==> src/rtl/pipe_ctrl_unit_if.sv <==
// rtl/pipe_ctrl_unit_if.sv - ID-stage inputs and staged control outputs of pipe_ctrl_unit
interface pipe_ctrl_unit_if #(
  parameter int ALUOP_W   = 2,
  parameter int ILL_CNT_W = 8
);
  logic [6:0]           Op_i;
  logic                 NoOp_i;
  logic                 Flush_i;
  logic                 Stall_i;
  logic [ALUOP_W-1:0]   ex_ALUOp_o;
  logic                 ex_ALUSrc_o;
  logic                 ex_Branch_o;
  logic                 ex_Jump_o;
  logic                 ex_MemRead_o;
  logic                 ex_RegWrite_o;
  logic                 mem_MemRead_o;
  logic                 mem_MemWrite_o;
  logic                 mem_RegWrite_o;
  logic                 wb_RegWrite_o;
  logic [1:0]           wb_WbSel_o;
  logic                 wb_MemtoReg_o;
  logic                 illegal_o;
  logic [ILL_CNT_W-1:0] ill_cnt_o;

  modport master (
    output Op_i, NoOp_i, Flush_i, Stall_i,
    input  ex_ALUOp_o, ex_ALUSrc_o, ex_Branch_o, ex_Jump_o, ex_MemRead_o, ex_RegWrite_o,
    input  mem_MemRead_o, mem_MemWrite_o, mem_RegWrite_o,
    input  wb_RegWrite_o, wb_WbSel_o, wb_MemtoReg_o, illegal_o, ill_cnt_o
  );

  modport slave (
    input  Op_i, NoOp_i, Flush_i, Stall_i,
    output ex_ALUOp_o, ex_ALUSrc_o, ex_Branch_o, ex_Jump_o, ex_MemRead_o, ex_RegWrite_o,
    output mem_MemRead_o, mem_MemWrite_o, mem_RegWrite_o,
    output wb_RegWrite_o, wb_WbSel_o, wb_MemtoReg_o, illegal_o, ill_cnt_o
  );
endinterface

==> src/rtl/pipe_ctrl_unit.sv <==
// rtl/pipe_ctrl_unit.sv - main decoder with registered ID/EX, EX/MEM, MEM/WB control stages
// Bubble/flush/stall are applied here; an illegal-opcode monitor counts unknown opcodes.
module pipe_ctrl_unit #(
  parameter bit EXT_EN    = 1'b1,
  parameter int ALUOP_W   = 2,
  parameter int ILL_CNT_W = 8
) (
  input  logic             clk_i,
  input  logic             rst_i,
  pipe_ctrl_unit_if.slave  bus
);
  logic [1:0] d_aluop;
  logic       d_alusrc, d_memrd, d_memwr, d_regwr, d_br, d_jmp, d_legal;
  logic [1:0] d_wbsel;

  always_comb begin
    d_aluop  = 2'b00;
    d_alusrc = 1'b0;
    d_memrd  = 1'b0;
    d_memwr  = 1'b0;
    d_regwr  = 1'b0;
    d_wbsel  = 2'b00;
    d_br     = 1'b0;
    d_jmp    = 1'b0;
    d_legal  = 1'b1;
    case (bus.Op_i)
      7'b0000000: d_legal = 1'b1;
      7'b0110011: begin d_aluop = 2'b10; d_regwr = 1'b1; end
      7'b0010011: begin d_alusrc = 1'b1; d_regwr = 1'b1; end
      7'b0000011: begin d_alusrc = 1'b1; d_memrd = 1'b1; d_regwr = 1'b1; d_wbsel = 2'b01; end
      7'b0100011: begin d_alusrc = 1'b1; d_memwr = 1'b1; end
      7'b1100011: begin d_aluop = 2'b01; d_br = 1'b1; end
      7'b1101111: begin
        if (EXT_EN) begin d_regwr = 1'b1; d_wbsel = 2'b10; d_jmp = 1'b1; end
        else d_legal = 1'b0;
      end
      7'b1100111: begin
        if (EXT_EN) begin d_alusrc = 1'b1; d_regwr = 1'b1; d_wbsel = 2'b10; d_jmp = 1'b1; end
        else d_legal = 1'b0;
      end
      7'b0110111: begin
        if (EXT_EN) begin d_aluop = 2'b11; d_alusrc = 1'b1; d_regwr = 1'b1; end
        else d_legal = 1'b0;
      end
      default: d_legal = 1'b0;
    endcase
  end

  logic bubble;
  assign bubble = bus.NoOp_i | bus.Flush_i;

  logic [ALUOP_W-1:0]   ex_aluop_q;
  logic                 ex_alusrc_q, ex_br_q, ex_jmp_q, ex_memrd_q, ex_memwr_q, ex_regwr_q;
  logic [1:0]           ex_wbsel_q;
  logic                 mem_memrd_q, mem_memwr_q, mem_regwr_q;
  logic [1:0]           mem_wbsel_q;
  logic                 wb_regwr_q;
  logic [1:0]           wb_wbsel_q;
  logic                 illegal_q;
  logic [ILL_CNT_W-1:0] ill_cnt_q;

  // ID/EX: a stall holds, a bubble request overrides the decoded bundle
  always_ff @(posedge clk_i or negedge rst_i) begin
    if (!rst_i) begin
      ex_aluop_q  <= '0;
      ex_alusrc_q <= 1'b0;
      ex_br_q     <= 1'b0;
      ex_jmp_q    <= 1'b0;
      ex_memrd_q  <= 1'b0;
      ex_memwr_q  <= 1'b0;
      ex_regwr_q  <= 1'b0;
      ex_wbsel_q  <= 2'b00;
    end else if (!bus.Stall_i) begin
      if (bubble) begin
        ex_aluop_q  <= '0;
        ex_alusrc_q <= 1'b0;
        ex_br_q     <= 1'b0;
        ex_jmp_q    <= 1'b0;
        ex_memrd_q  <= 1'b0;
        ex_memwr_q  <= 1'b0;
        ex_regwr_q  <= 1'b0;
        ex_wbsel_q  <= 2'b00;
      end else begin
        ex_aluop_q  <= ALUOP_W'(d_aluop);
        ex_alusrc_q <= d_alusrc;
        ex_br_q     <= d_br;
        ex_jmp_q    <= d_jmp;
        ex_memrd_q  <= d_memrd;
        ex_memwr_q  <= d_memwr;
        ex_regwr_q  <= d_regwr;
        ex_wbsel_q  <= d_wbsel;
      end
    end
  end

  always_ff @(posedge clk_i or negedge rst_i) begin
    if (!rst_i) begin
      mem_memrd_q <= 1'b0;
      mem_memwr_q <= 1'b0;
      mem_regwr_q <= 1'b0;
      mem_wbsel_q <= 2'b00;
      wb_regwr_q  <= 1'b0;
      wb_wbsel_q  <= 2'b00;
    end else if (!bus.Stall_i) begin
      mem_memrd_q <= ex_memrd_q;
      mem_memwr_q <= ex_memwr_q;
      mem_regwr_q <= ex_regwr_q;
      mem_wbsel_q <= ex_wbsel_q;
      wb_regwr_q  <= mem_regwr_q;
      wb_wbsel_q  <= mem_wbsel_q;
    end
  end

  // Only instructions that actually enter the pipe are counted
  always_ff @(posedge clk_i or negedge rst_i) begin
    if (!rst_i) begin
      illegal_q <= 1'b0;
      ill_cnt_q <= '0;
    end else if (!bus.Stall_i && !bubble && !d_legal) begin
      illegal_q <= 1'b1;
      if (ill_cnt_q != '1) ill_cnt_q <= ill_cnt_q + 1'b1;
    end
  end

  assign bus.ex_ALUOp_o     = ex_aluop_q;
  assign bus.ex_ALUSrc_o    = ex_alusrc_q;
  assign bus.ex_Branch_o    = ex_br_q;
  assign bus.ex_Jump_o      = ex_jmp_q;
  assign bus.ex_MemRead_o   = ex_memrd_q;
  assign bus.ex_RegWrite_o  = ex_regwr_q;
  assign bus.mem_MemRead_o  = mem_memrd_q;
  assign bus.mem_MemWrite_o = mem_memwr_q;
  assign bus.mem_RegWrite_o = mem_regwr_q;
  assign bus.wb_RegWrite_o  = wb_regwr_q;
  assign bus.wb_WbSel_o     = wb_wbsel_q;
  assign bus.wb_MemtoReg_o  = (wb_wbsel_q == 2'b01);
  assign bus.illegal_o      = illegal_q;
  assign bus.ill_cnt_o      = ill_cnt_q;
endmodule

==> src/flat_wrapper.sv <==
// flat-port wrapper written by rule: the top's interface ports become plain ports
module pipe_ctrl_unit_flat 
#(
  parameter bit EXT_EN    = 1'b1,
  parameter int ALUOP_W   = 2,
  parameter int ILL_CNT_W = 8
)
  (clk_i, rst_i, bus_Op_i, bus_NoOp_i, bus_Flush_i, bus_Stall_i, bus_ex_ALUOp_o, bus_ex_ALUSrc_o, bus_ex_Branch_o, bus_ex_Jump_o, bus_ex_MemRead_o, bus_ex_RegWrite_o, bus_mem_MemRead_o, bus_mem_MemWrite_o, bus_mem_RegWrite_o, bus_wb_RegWrite_o, bus_wb_WbSel_o, bus_wb_MemtoReg_o, bus_illegal_o, bus_ill_cnt_o);
  pipe_ctrl_unit_if #(.ALUOP_W(ALUOP_W), .ILL_CNT_W(ILL_CNT_W)) bus_i ();
  input  logic clk_i;
  input  logic rst_i;
  input wire logic [$bits(bus_i.Op_i)-1:0] bus_Op_i;
  input wire logic [$bits(bus_i.NoOp_i)-1:0] bus_NoOp_i;
  input wire logic [$bits(bus_i.Flush_i)-1:0] bus_Flush_i;
  input wire logic [$bits(bus_i.Stall_i)-1:0] bus_Stall_i;
  output wire logic [$bits(bus_i.ex_ALUOp_o)-1:0] bus_ex_ALUOp_o;
  output wire logic [$bits(bus_i.ex_ALUSrc_o)-1:0] bus_ex_ALUSrc_o;
  output wire logic [$bits(bus_i.ex_Branch_o)-1:0] bus_ex_Branch_o;
  output wire logic [$bits(bus_i.ex_Jump_o)-1:0] bus_ex_Jump_o;
  output wire logic [$bits(bus_i.ex_MemRead_o)-1:0] bus_ex_MemRead_o;
  output wire logic [$bits(bus_i.ex_RegWrite_o)-1:0] bus_ex_RegWrite_o;
  output wire logic [$bits(bus_i.mem_MemRead_o)-1:0] bus_mem_MemRead_o;
  output wire logic [$bits(bus_i.mem_MemWrite_o)-1:0] bus_mem_MemWrite_o;
  output wire logic [$bits(bus_i.mem_RegWrite_o)-1:0] bus_mem_RegWrite_o;
  output wire logic [$bits(bus_i.wb_RegWrite_o)-1:0] bus_wb_RegWrite_o;
  output wire logic [$bits(bus_i.wb_WbSel_o)-1:0] bus_wb_WbSel_o;
  output wire logic [$bits(bus_i.wb_MemtoReg_o)-1:0] bus_wb_MemtoReg_o;
  output wire logic [$bits(bus_i.illegal_o)-1:0] bus_illegal_o;
  output wire logic [$bits(bus_i.ill_cnt_o)-1:0] bus_ill_cnt_o;
  assign bus_i.Op_i = bus_Op_i;
  assign bus_i.NoOp_i = bus_NoOp_i;
  assign bus_i.Flush_i = bus_Flush_i;
  assign bus_i.Stall_i = bus_Stall_i;
  assign bus_ex_ALUOp_o = bus_i.ex_ALUOp_o;
  assign bus_ex_ALUSrc_o = bus_i.ex_ALUSrc_o;
  assign bus_ex_Branch_o = bus_i.ex_Branch_o;
  assign bus_ex_Jump_o = bus_i.ex_Jump_o;
  assign bus_ex_MemRead_o = bus_i.ex_MemRead_o;
  assign bus_ex_RegWrite_o = bus_i.ex_RegWrite_o;
  assign bus_mem_MemRead_o = bus_i.mem_MemRead_o;
  assign bus_mem_MemWrite_o = bus_i.mem_MemWrite_o;
  assign bus_mem_RegWrite_o = bus_i.mem_RegWrite_o;
  assign bus_wb_RegWrite_o = bus_i.wb_RegWrite_o;
  assign bus_wb_WbSel_o = bus_i.wb_WbSel_o;
  assign bus_wb_MemtoReg_o = bus_i.wb_MemtoReg_o;
  assign bus_illegal_o = bus_i.illegal_o;
  assign bus_ill_cnt_o = bus_i.ill_cnt_o;
  pipe_ctrl_unit #(.EXT_EN(EXT_EN), .ALUOP_W(ALUOP_W), .ILL_CNT_W(ILL_CNT_W)) u_core (.clk_i(clk_i), .rst_i(rst_i), .bus(bus_i));
endmodule
==> config.mk <==
export PLATFORM = sky130hd
export DESIGN_NAME = pipe_ctrl_unit_flat
export DESIGN_NICKNAME = d
export VERILOG_FILES = /design/src/rtl/pipe_ctrl_unit_if.sv /design/src/rtl/pipe_ctrl_unit.sv /design/src/flat_wrapper.sv
export SDC_FILE = /design/constraint.sdc
export NUM_CORES = 1
export LEC_CHECK = 0
export ABC_CLOCK_PERIOD_IN_PS = 4400
export CAP_MARGIN = 20
export CORE_MARGIN = 2
export CORE_UTILIZATION = 45
export DETAILED_ROUTE_END_ITERATION = 10
export PLACE_DENSITY = 0.8
export SLEW_MARGIN = 10
export SYNTH_ARGS = -nofsm -noshare
export SYNTH_HDL_FRONTEND = slang
export SYNTH_SLANG_ARGS = --single-unit
==> constraint.sdc <==
create_clock -name clk_i -period 4.4 [get_ports clk_i]
set_clock_uncertainty 0.15 [all_clocks]
set_input_delay 1.32 -clock clk_i [delete_from_list [all_inputs] [get_ports clk_i]]
set_output_delay 1.32 -clock clk_i [all_outputs]
set_load 0.01 [all_outputs]
== Word level (Yosys, flattened, before mapping) ==
Index checks and enable logic that the tools add are counted.
Widths: inputs -> output; s select.

* Mux-type cells: 17
* Add/subtract/negate cells: 1
* Bitwise gates (word level): 1
* Equality and inequality tests: 10
* Reductions and logical operators: 11

{| class="wikitable"
|+ Operators by type and width
! operator !! number
|-
| $eq 7x6->1 const B || 3
|-
| $eq 7x7->1 const B || 3
|-
| $mux 1 || 13
|-
| $reduce_or 9->1 || 1
|-
| $add 8x1->8 const B || 1
|-
| $ne 8x8->1 const B || 1
|-
| $eq 7x2->1 const B || 1
|-
| $eq 7x5->1 const B || 1
|-
| $logic_not 7->1 || 1
|-
| $pmux 2 s3 || 1
|-
| $reduce_or 6->1 || 1
|-
| $reduce_or 5->1 || 1
|-
| $mux 2 || 2
|-
| $pmux 2 s2 || 1
|-
| $logic_not 1->1 || 3
|-
| $eq 2x1->1 const B || 1
|-
| $logic_and 1x1->1 || 2
|-
| $reduce_and 2->1 || 1
|-
| $reduce_or 2->1 || 1
|-
| $or 1x1->1 || 1
|}

* Logic and storage cells: 56
* Output and inout bits: 23
* Flip-flop bits (word level): 27
* Input bits: 12

== Depth between registers and ports, before layout ==
* Depth in word-level cells: 6
* Mapped depth: 6
* Mapped depth without buffers: 6

== Worst setup path after synthesis ==
No wires, ideal clock.

* Path type: in2reg
* From: input bus_Stall_i
* To: register u_core.ill_cnt_q[6] (netlist: u_core.bus.ill_cnt_o[6])
* Setup time: 0.128 ns
* Required time: 4.122 ns
* Path buffers: 1
* Slack: 1.631 ns
* Arrival: 2.491 ns
* Stages on the path: 5
* Cell sequence: buf_2 nor3_1 o41ai_4 nor4b_2 mux2_1

* Word-level cells in the longest chain between the ends: 4

{| class="wikitable"
|+ RTL lines
! element !! RTL line !! RTL
|-
| start: declaration || flat_wrapper.sv:15 || <nowiki>input wire logic [$bits(bus_i.Stall_i)-1:0] bus_Stall_i;</nowiki>
|-
| $logic_not 1->1 || - ||
|-
| $logic_and 1x1->1 (2 in series) || pipe_ctrl_unit.sv:119 || <nowiki>end else if (!bus.Stall_i && !bubble && !d_legal) begin</nowiki>
|-
| $reduce_and 2->1 (no line) || - ||
|-
| end signal: assignment || pipe_ctrl_unit.sv:121 || <nowiki>if (ill_cnt_q != '1) ill_cnt_q <= ill_cnt_q + 1'b1;</nowiki>
|-
| end: declaration || pipe_ctrl_unit.sv:60 || <nowiki>logic [ILL_CNT_W-1:0] ill_cnt_q;</nowiki>
|}

No other way between the ends.
A chain may end at the register's enable or synchronous reset.

== Worst setup path after layout ==
* From: input bus_Op_i[5]
* To: register u_core.ill_cnt_q[4] (netlist: u_core.bus.ill_cnt_o[4])

* Word-level cells in the longest chain between the ends: 6
* Elaborated cells on any way between the ends: 14
* Classes of those cells: 8 x eq/ne; 1 x mux; 5 x reduce/logical

{| class="wikitable"
|+ RTL lines
! element !! RTL line !! RTL
|-
| start: declaration || flat_wrapper.sv:12 || <nowiki>input wire logic [$bits(bus_i.Op_i)-1:0] bus_Op_i;</nowiki>
|-
| $eq 7x6->1, or another cell as far along || pipe_ctrl_unit.sv:26 || <nowiki>case (bus.Op_i)</nowiki>
|-
| $reduce_or 9->1 (no line) * || - ||
|-
| $mux 1 * || - ||
|-
| $logic_not 1->1 * || pipe_ctrl_unit.sv:119 ||
|-
| $logic_and 1x1->1 * || pipe_ctrl_unit.sv:119 ||
|-
| $reduce_and 2->1 (no line) * || - ||
|}

Mark *: on every way between the ends. The rest lies on a longest branch, timed or not.

==> flow_summary.yaml <==
run_status:
  status: "finished, final reports clean"
worst_setup_path:
  crit_path_top_delay_cell: "clkdlybuf4s50_1"
  cp_slowest_stage_delay_ns: 0.64
  reg2reg_depth: 6
  critPathMaxFanout: 12
  reg2reg_to: "u_core.bus.ill_cnt_o[1]"
  path_cells: "clkdlybuf4s50_1 > nor4_2 > a31oi_1 > o41ai_4 > nor3b_1 > mux2_1"
  reg2reg_from: "u_core.bus.ill_cnt_o[0]"
  cp.arrival_ns: 3.35
  cp_data_required_time_ns: 4.46
  startpoint_type: "input pin"
  r2r_slack_ns: 2.53
  crit_type: "in2reg"
  end_kind: "flip-flop"
detailed_routing:
  met2_length_um: 1140
  first_iter_violations: 25
  drtAntennaViolNets: 0
  met1_length_um: 1150
  drc: 0
  viasPerCell: 5.57
  dr_total_vias: 970
  drt_pre_antenna_iters: 4
  wire_per_inst_um: 14.0
  routed_wl_um: 2430
  dr_wl_met3_um: 120
  maxUsedRoutingLayer: "met4"
power:
  vdd_drop_max_uv: 258
  power.density_nw_per_um2: 320
  leakage_nw: 0.758
finish:
  layout_common_cells: "clkdlybuf4s50_1, dfrtp_1, mux2_2"
  area_growth_syn_to_layout_pct: 29.8
  final_nets: 157
  final_common_cell: "clkdlybuf4s50_1"
  multi_input_area_sq_um: 596
  seq_area_sq_um: 676
  nFillCells: 233
  n_antenna_cell: 0
  drive_above_1_share_pct: 14.7
global_route:
  grt_max_degree: 28
  grt_usage_pct: 16.1
  gr-total-overflow: 0
  grt_pass1_vias: 931
  antenna_found_initial: 0
  grt_first_pass_wirelength_um: 4230
floorplanning:
  initial_core_util_pct: 47.4
  core-area_sq_um: 2760
  die_y_um: 57.9
  dieArea_sq_um: 3350
  die_w_um: 57.9
  rows: 19
  ioPinCount: 35
sta:
  period_share_pct: 74.7
  max_slew_margin_pct: 61.5
  rsz0062_at_grt: "false"
  final_max_slew_viol_count: 0
  period_needed_ns: 3.28
  setup_slack_ns: 1.12
  fmax_mhz: 304
  worst_pin_slew_ns: 0.576
  finalSetupTns_ns: 0
  setup_viol: 0
  final_hold_viol_count: 0
placed_design:
  pre_cts_slack_ns: 0.784
  port_buffers: 34
  dpl.hpwl_um: 1790
  gp_congestion: 0.875
synthesis:
  synth.area.top_cells: "dfrtp_1, mux2_2, xor2_1"
  ys_ff_latch: 27
  syn_avg_cell_area_sq_um: 12.0
  synth.largest_area_cell: "dfrtp_1"
  synth-main-ff-cell: "dfrtp_1"
  seq_area_frac_synth_pct: 51.7
  synth_cell_types: 38
  synthesis.nets: 122
  synth_edf_count: 0
  netlist_instances: 109
  yosys_warnings: 0
  netlist.area_leader.share_pct: 51.7
  async_flop_share_pct: 100
  netlist_area_sq_um: 1310
cts:
  clk_transition_reported_paths_ns: 0.13
  ctsHoldBuffers: 0
  cts.sinks: 27
  cts_buffer_depth: 2
  cts-htree-levels: 1
  cts_made_buffers: 3
  root_buffer: "clkbuf_4"
  cts_tree: "done"
  cts_setup_buffers: 0
  clock_latency_ns: 0.31
  post_cts_resized: 0
worst_hold_path:
  hold_path_class: "reg2reg"
  hold-path-cell-count: 1
  min_from: "u_core.ex_wbsel_q[1]"
  hold_end: "u_core.ex_wbsel_q[1]"
run:
  cap_viol_max_count: 0
==> where the power goes <==
part / total (mW) / switching (mW) / internal [mW]
clock: 0.103 / 0.0680 / 0.0354
sequential: 0.302 / 0.0307 / 0.271
combinational: 0.138 / 0.0592 / 0.0785
total: 0.543 / 0.158 / 0.385
==> cell type report <==
class,count,area share [%]
Clock buffer,4,1.55
Inverter,1,0.221
Multi-Input combinational cell,75,35.1
Sequential cell,27,39.9
Tap cell,31,2.29
Timing Repair Buffer,36,21.0
==> flip-flops by register name, indices dropped and copies added (netlist names), 2 cells and up <==
signal	flops
u_core.bus.ex_ALUOp_o	2
u_core.bus.ill_cnt_o	8
u_core.bus.wb_WbSel_o	2
u_core.ex_wbsel_q	2
u_core.mem_wbsel_q	2
==> cell families after synthesis <==
logic type	Yosys count	synth area share [%]
multiplexers	11	9.77
flip-flops	27	51.7
buffers and inverters	7	2.68
adder cells (fa/ha/maj)	1	0.958
AO/OA/AOI/OAI	19	13.0
XOR/XNOR	6	4.02
AND/OR/NAND/NOR	38	17.8
==> worst max-delay path: cells and delay by family <==
family | cells | cell delay, ns
buffers and inverters | 1 | 0.64
AO/OA/AOI/OAI | 2 | 0.61
multiplexers | 1 | 0.33
AND/OR/NAND/NOR | 2 | 0.45
==> synth_stat cells (all sizes together), types with 2 or more instances <==
master and n:
xor2 6, o21ai 2, a31oi 2, and3 2, nor4b 2, nand3 3, nand2 6, nor4 5
nand2b 2, nor3 4, a32o 3, nor2 6, dfrtp 27, or3 3, buf 5, a21o 4
mux2 11
==> metrics by stage <==
| stage | std cells | total power [mW] | util (%) | hold slack [ns] | cell area (sq um) |
|---|---|---|---|---|---|
| 2_1_floorplan | 109 | 0.367 | - | 0.300 | 1310 |
| 3_3_place_gp | 170 | 0.441 | 60.5 | 0.310 | 1670 |
| 3_5_place_dp | 170 | 0.444 | 60.5 | 0.315 | 1670 |
| 4_1_cts | 174 | 0.550 | 61.5 | 0.346 | 1700 |
| 5_1_grt | 174 | 0.575 | 61.5 | 0.358 | 1700 |
| 6_report | 174 | 0.543 | 61.5 | 0.342 | 1700 |
==> layer usage <==
| metal | global-route usage [%] | vias to the layer above |
|---|---|---|
| li1 | - | 474 |
| met1 | 22.7 | 471 |
| met2 | 25.3 | 23 |
| met3 | 3.13 | 2 |
| met4 | 4.98 | 0 |
| met5 | 0 | - |
==> how the worst max path moves through the flow <==
stage	from	to	slack, ns	cells past startpoint
floorplan	bus_Stall_i	u_core.bus.ill_cnt_o[6]	1.63	5
global placement	bus_Op_i[5]	u_core.bus.ill_cnt_o[4]	0.89	6
detailed placement	bus_Op_i[5]	u_core.bus.ill_cnt_o[4]	0.78	6
CTS	bus_Op_i[5]	u_core.bus.ill_cnt_o[4]	1.14	6
global route	bus_Op_i[5]	u_core.bus.ill_cnt_o[4]	1.08	6
finish	bus_Op_i[5]	u_core.bus.ill_cnt_o[4]	1.12	6
Note: power is estimated with default switching activity, not from simulation.
